<file path="src/rtl/pong_ball_engine.sv">
// Pong ball engine: a serve/rally/score FSM that moves the ball once per frame,
// bounces it off paddles and walls, and keeps the match score.
module pong_ball_engine #(
  parameter int H_ACTIVE  = 640,
  parameter int V_ACTIVE  = 480,
  parameter int PAD_HALF  = 24,
  parameter int LP_COL    = 64,
  parameter int RP_COL    = 576,
  parameter int DX0       = 2,
  parameter int DX_MAX    = 8,
  parameter int WIN_SCORE = 9
) (
  input  logic       CLOCK_50,
  input  logic       reset,
  input  logic       frame_tick,
  input  logic       serve,
  input  logic [8:0] lp_row,
  input  logic [8:0] rp_row,
  output logic [8:0] ball_row,
  output logic [9:0] ball_col,
  output logic [3:0] left_score,
  output logic [3:0] right_score,
  output logic       point_l,
  output logic       point_r,
  output logic       game_over,
  output logic [1:0] state
);
  typedef enum logic [1:0] {S_WAIT = 2'd0, S_PLAY = 2'd1, S_POINT = 2'd2, S_OVER = 2'd3} state_t;

  localparam logic [9:0] COL_C   = 10'(H_ACTIVE / 2);
  localparam logic [8:0] ROW_C   = 9'(V_ACTIVE / 2);
  localparam logic [8:0] ROW_MAX = 9'(V_ACTIVE - 1);
  localparam logic [9:0] COL_MAX = 10'(H_ACTIVE - 1);
  localparam logic [9:0] LP      = 10'(LP_COL);
  localparam logic [9:0] RP      = 10'(RP_COL);
  localparam logic [9:0] DX_0    = 10'(DX0);
  localparam logic [9:0] DX_M    = 10'(DX_MAX);
  localparam logic [3:0] WIN     = 4'(WIN_SCORE);
  localparam logic signed [11:0] PAD = 12'(PAD_HALF);

  state_t      state_q, state_d;
  logic [8:0]  row_q, row_d;
  logic [9:0]  col_q, col_d, dx_q, dx_d;
  logic        dir_r_q, dir_r_d, dy_dn_q, dy_dn_d;
  logic [3:0]  lsc_q, lsc_d, rsc_q, rsc_d;
  logic        pl_q, pl_d, pr_q, pr_d, go_q, go_d;

  logic signed [11:0] row_s, lp_s, rp_s;
  logic        in_lp, in_rp, hit_l, hit_r, miss_l, miss_r, dy_nx;
  logic [8:0]  row_nx;
  logic [9:0]  dx_inc;
  logic [3:0]  sc_nx;

  // Paddle window compare is done signed and wide so lp_row-PAD_HALF never wraps.
  always_comb begin
    row_s  = signed'({3'b000, row_q});
    lp_s   = signed'({3'b000, lp_row});
    rp_s   = signed'({3'b000, rp_row});
    in_lp  = (row_s >= lp_s - PAD) && (row_s <= lp_s + PAD);
    in_rp  = (row_s >= rp_s - PAD) && (row_s <= rp_s + PAD);
    hit_l  = !dir_r_q && (col_q > LP) && (col_q - dx_q <= LP) && in_lp;
    hit_r  = dir_r_q && (col_q < RP) && (col_q + dx_q >= RP) && in_rp;
    miss_l = !dir_r_q && (col_q <= dx_q);
    miss_r = dir_r_q && (col_q + dx_q >= COL_MAX);
    row_nx = dy_dn_q ? row_q + 9'd1 : row_q - 9'd1;
    dy_nx  = (row_nx == 9'd0 || row_nx == ROW_MAX) ? ~dy_dn_q : dy_dn_q;
    dx_inc = (dx_q >= DX_M) ? DX_M : dx_q + 10'd1;
  end

  always_comb begin
    state_d = state_q;
    row_d   = row_q;
    col_d   = col_q;
    dx_d    = dx_q;
    dir_r_d = dir_r_q;
    dy_dn_d = dy_dn_q;
    lsc_d   = lsc_q;
    rsc_d   = rsc_q;
    pl_d    = 1'b0;
    pr_d    = 1'b0;
    sc_nx   = 4'd0;
    case (state_q)
      S_WAIT: if (serve) state_d = S_PLAY;
      S_PLAY: if (frame_tick) begin
        if (hit_l || hit_r) begin
          col_d   = hit_l ? LP : RP;
          dir_r_d = hit_l;
          dx_d    = dx_inc;
          row_d   = row_nx;
          dy_dn_d = dy_nx;
        end else if (miss_l || miss_r) begin
          state_d = S_POINT;
          pl_d    = miss_r;
          pr_d    = miss_l;
        end else begin
          col_d   = dir_r_q ? col_q + dx_q : col_q - dx_q;
          row_d   = row_nx;
          dy_dn_d = dy_nx;
        end
      end
      S_POINT: begin
        // The serve goes toward whoever just lost the point.
        if (pl_q) begin
          sc_nx   = (lsc_q < WIN) ? lsc_q + 4'd1 : lsc_q;
          lsc_d   = sc_nx;
          dir_r_d = 1'b1;
        end else begin
          sc_nx   = (rsc_q < WIN) ? rsc_q + 4'd1 : rsc_q;
          rsc_d   = sc_nx;
          dir_r_d = 1'b0;
        end
        state_d = (sc_nx == WIN) ? S_OVER : S_WAIT;
        row_d   = ROW_C;
        col_d   = COL_C;
        dx_d    = DX_0;
        dy_dn_d = 1'b1;
      end
      S_OVER: if (serve) begin
        lsc_d   = 4'd0;
        rsc_d   = 4'd0;
        dir_r_d = 1'b1;
        state_d = S_WAIT;
      end
      default: state_d = S_WAIT;
    endcase
    go_d = (state_d == S_OVER);
  end

  always_ff @(posedge CLOCK_50) begin
    if (reset) begin
      state_q <= S_WAIT;
      row_q   <= ROW_C;
      col_q   <= COL_C;
      dx_q    <= DX_0;
      dir_r_q <= 1'b1;
      dy_dn_q <= 1'b1;
      lsc_q   <= 4'd0;
      rsc_q   <= 4'd0;
      pl_q    <= 1'b0;
      pr_q    <= 1'b0;
      go_q    <= 1'b0;
    end else begin
      state_q <= state_d;
      row_q   <= row_d;
      col_q   <= col_d;
      dx_q    <= dx_d;
      dir_r_q <= dir_r_d;
      dy_dn_q <= dy_dn_d;
      lsc_q   <= lsc_d;
      rsc_q   <= rsc_d;
      pl_q    <= pl_d;
      pr_q    <= pr_d;
      go_q    <= go_d;
    end
  end

  assign ball_row    = row_q;
  assign ball_col    = col_q;
  assign left_score  = lsc_q;
  assign right_score = rsc_q;
  assign point_l     = pl_q;
  assign point_r     = pr_q;
  assign game_over   = go_q;
  assign state       = state_q;
endmodule

</file>
<file path="config.mk">
export PLATFORM = sky130hd
export DESIGN_NAME = pong_ball_engine
export DESIGN_NICKNAME = d
export VERILOG_FILES = /design/src/rtl/pong_ball_engine.sv
export SDC_FILE = /design/constraint.sdc
export NUM_CORES = 1
export LEC_CHECK = 0
export CORE_MARGIN = 1
export CORE_UTILIZATION = 35
export CTS_BUF_LIST = sky130_fd_sc_hd__clkbuf_8 sky130_fd_sc_hd__clkbuf_16
export CTS_CLUSTER_DIAMETER = 150
export DETAILED_ROUTE_END_ITERATION = 6
export PLACE_DENSITY_LB_ADDON = 0.2
export SLEW_MARGIN = 20
export SYNTH_ARGS = -nofsm -noshare
export SYNTH_HDL_FRONTEND = slang
export SYNTH_SLANG_ARGS = --single-unit
export TNS_END_PERCENT = 20
</file>
<file path="constraint.sdc">
create_clock -name CLOCK_50 -period 11.1 [get_ports CLOCK_50]
set_input_delay 1.11 -clock CLOCK_50 [delete_from_list [all_inputs] [get_ports CLOCK_50]]
set_output_delay 1.11 -clock CLOCK_50 [all_outputs]
set_load 0.02 [all_outputs]
</file>
==> results.md <==
- Status: finished, final reports clean
- CTS tree: built
- Rel. slew slack: 29.4%
- Clock Sinks: 44
- # DRC: 0
- Cell area after synthesis: 4520 sq um
- Clk pin slew, worst setup/hold paths: about 0.07 ns
- Number of fill cells in the layout: ~1300
- Area Overhead vs Synth: 17.4%
- Vias in the first global route: 4165
- Synth Register Bits: 44
- Tightest Pin Transition: 1.06 ns
- Synth Flop Type: dfxtp_1
- Main combinational cell family by area after synthesis: simple AND/OR/NAND/NOR gates
- Post-synthesis async set-or-reset flop share: 0%
- WL per Instance: 15.4 microns
- Number of distinct library cells after synthesis: 68
- Max Cap Violations: 0
- Sequential area share after synthesis: roughly a fifth
- Vias per Instance: 5.54
- Final setup TNS: 0 ns
- Leak: 0.00209 uW
- Max Clock Skew: around 0.0042 ns
- Multi-input combinational cell area: 3360 sq um
- Cts bufs inserted: 5
- Initial detailed-routing violation count: 286
- GP Congestion: ~0.87
- Starting Density: 35.9%
- Commonest cells after routing, fill and taps aside: ha_1 (66), clkdlybuf4s50_1 (53), nor2_1 (50)
- Yosys warns: 0
- Mux cell area share after synthesis: 1.66%
- Crit start category: input pin
- Pre-antenna DRT Iters: 5
- H-tree levels: 2
- Number of setup buffers added after CTS: 0
- Worst hold path class: flip-flop to flip-flop
- Final slew viol count: 0
- I/O pins: 54
- Fmax: between 0.15 and 0.2 GHz
- Routed vias: 4374
- Syn_area_per_cell: just under 8 sq um
- Finished Layout Cells: 790
- Cell Pwr Density: between 70 and 80 nW/um^2
- Syn Nets: about 670
- Post-CTS sizing: 0
- Worst vdd ir: 0.0610 mV
- Adder-Cell Fraction of Synth Area: 19.6%
- Antenna viol nets, final: 0
- Commonest non-fill, non-tap cell in the layout: ha_1
- Antenna cells: 0
- All-layer global routing usage: 18.9%
- Synth Instances: roughly 580
- Core Area: 12600 sq um
- Req. time, crit path: between 10 and 15 ns
- RSZ-0062 raised after global routing: no
- Core Util, Final: a little over two fifths
- Post-Synth Simple-Gate Area: 23.1%
- Initial antenna violation count: 0
- Total wire length: 12200 microns
- Chip width: around 120 microns
- Crit path capture type: flip-flop
- Total area of sequential cells: 881 sq um
- Nets@finish: 708
- Post-synthesis compound-gate area fraction: between 20 and 25%
- Final setup violation count: 0
- Layout cell share with drive strength beyond 1: 4.37%
- Dpl cells: 782
- Die Y: 116 microns
- Type of the worst setup path: input pin to flip-flop
- Post-DP HPWL: 9570 microns
- First-pass GRT wire length: 20200 microns
- CP Data Arrival Time: between 5 and 6 ns
- Worst-Skew Late Latency: 0.29 ns
- Port Buffers: 53
- Final worst-path cycle share: 47.1%
- # rows: just over 40
- Period minus WS final: about 5.2 ns
- Root buf cell: clkbuf_16
- Hold Violations, Final: 0
- Clock Tree Buf Depth: 2
- Cts hold-fix bufs: 0
- Worst Path Max Fanout: 12
- Die area: approximately 13000 sq um
- Pin count of the biggest net entering global routing: 34
- Xor/xnor cell area share of the yosys netlist: 7.55%
- GRT overflow: 0
- EDFF count, synth: 0
## metrics by stage
step | setup slack (ns) | hold slack (ns) | cell area (sq um) | total power [uW]
after floorplan | 6.87 | 0.443 | 4520 | 215
after global placement | 5.77 | 0.475 | 5160 | 236
after detailed placement | 5.65 | 0.482 | 5160 | 238
after CTS | 5.97 | 0.492 | 5310 | 395
after global routing | 5.54 | 0.504 | 5310 | 410
final | 5.87 | 0.491 | 5310 | 391
## synth_stat cells, types with 3 or more instances
master     instances  area (sq um)
ha_1              66           826
nor2_1            51           191
a21oi_1           48           240
inv_1             47           176
dfxtp_1           44           881
nand2_1           37           139
nand3_1           26           130
nor3_1            24           120
o21ai_0           24           120
xnor2_1           24           210
clkbuf_1          19          71.3
xor2_1            15           131
nand2b_1           9          56.3
nor4_1             8          50.1
o31ai_1            8          60.1
and3_1             7          43.8
o21a_1             7          52.6
buf_2              6          30.0
a211oi_1           5          37.5
a21o_1             5          37.5
a31oi_1            5          31.3
nor2b_1            5          31.3
nor3b_1            5          37.5
o41ai_1            5          43.8
a221o_1            4          40.0
mux2_2             4          45.0
nand4_1            4          25.0
or2_2              4          25.0
or3_1              4          25.0
a221oi_1           3          26.3
and4_1             3          26.3
fa_1               3          60.1
mux2i_1            3          30.0
nor4b_1            3          26.3
o2111ai_1          3          26.3
or4_1              3          22.5
## registers in the layout (all words and copies together), names as in the netlist
signal	flops
point_r	1
left_score	4
ball_col	10
ball_row	9
dy_dn_q	1
dir_r_q	1
dx_q	10
point_l	1
right_score	4
game_over	1
state	2
## per-layer routing
layer,part of all wire (%),GRT usage (%),routed length [microns]
met4,2.1,7.09,250
met2,46,31.0,5620
met5,0,0,0
met3,3.8,2.82,468
met1,48,25.1,5830
## path summary, 6_finish.rpt
kind | start | end | slack, ns | cells after the start
setup reg to reg | ball_col[6]$_SDFFE_PP1P_ | dy_dn_q$_SDFFE_PP1P_ | 6.84 | 9
setup / recovery | lp_row[3] | dx_q[1]$_SDFFE_PP1P_ | 5.87 | 14
hold / removal | dx_q[2]$_SDFFE_PP0P_ | dx_q[2]$_SDFFE_PP0P_ | 0.49 | 2
hold reg to reg | dx_q[2]$_SDFFE_PP0P_ | dx_q[2]$_SDFFE_PP0P_ | 0.49 | 2
## critical path, stage by stage
cell and delay [ns]:
clkdlybuf4s50_1 0.58, inv_1 0.08, ha_1 0.24, nor2_1 0.14, xnor2_1 0.08, ha_1 0.31, nand3_1 0.12, nor3b_1 0.28
a221oi_1 0.13, or4b_1 0.53, or4_4 0.55, a21oi_1 0.83, nor2_1 0.09, a311o_1 0.34
## power by group
group | total (uW) | switching [uW] | internal [uW] | leakage (uW)
clock network | 156 | 70.1 | 85.6 | 0.0000748
logic | 73.4 | 39.8 | 33.6 | 0.00166
registers | 162 | 2.78 | 159 | 0.000355
total | 391 | 113 | 278 | 0.00209
## area by class of cell
cell class	count	area share (%)
Multi-Input combinational cell	466	63.2
Sequential cell	44	16.6
Timing Repair Buffer	53	9.99
Tap cell	172	4.05
Inverter	47	3.32
Clock buffer	5	2.36
Clock inverter	3	0.495
## cells by family after synthesis
family | after synthesis
flops | 44
xor+xnor | 39
simple gates | 204
buf+inv | 73
fa+ha+maj | 69
compound gates | 147
mux | 7
Power figures use the tool's default switching activity.
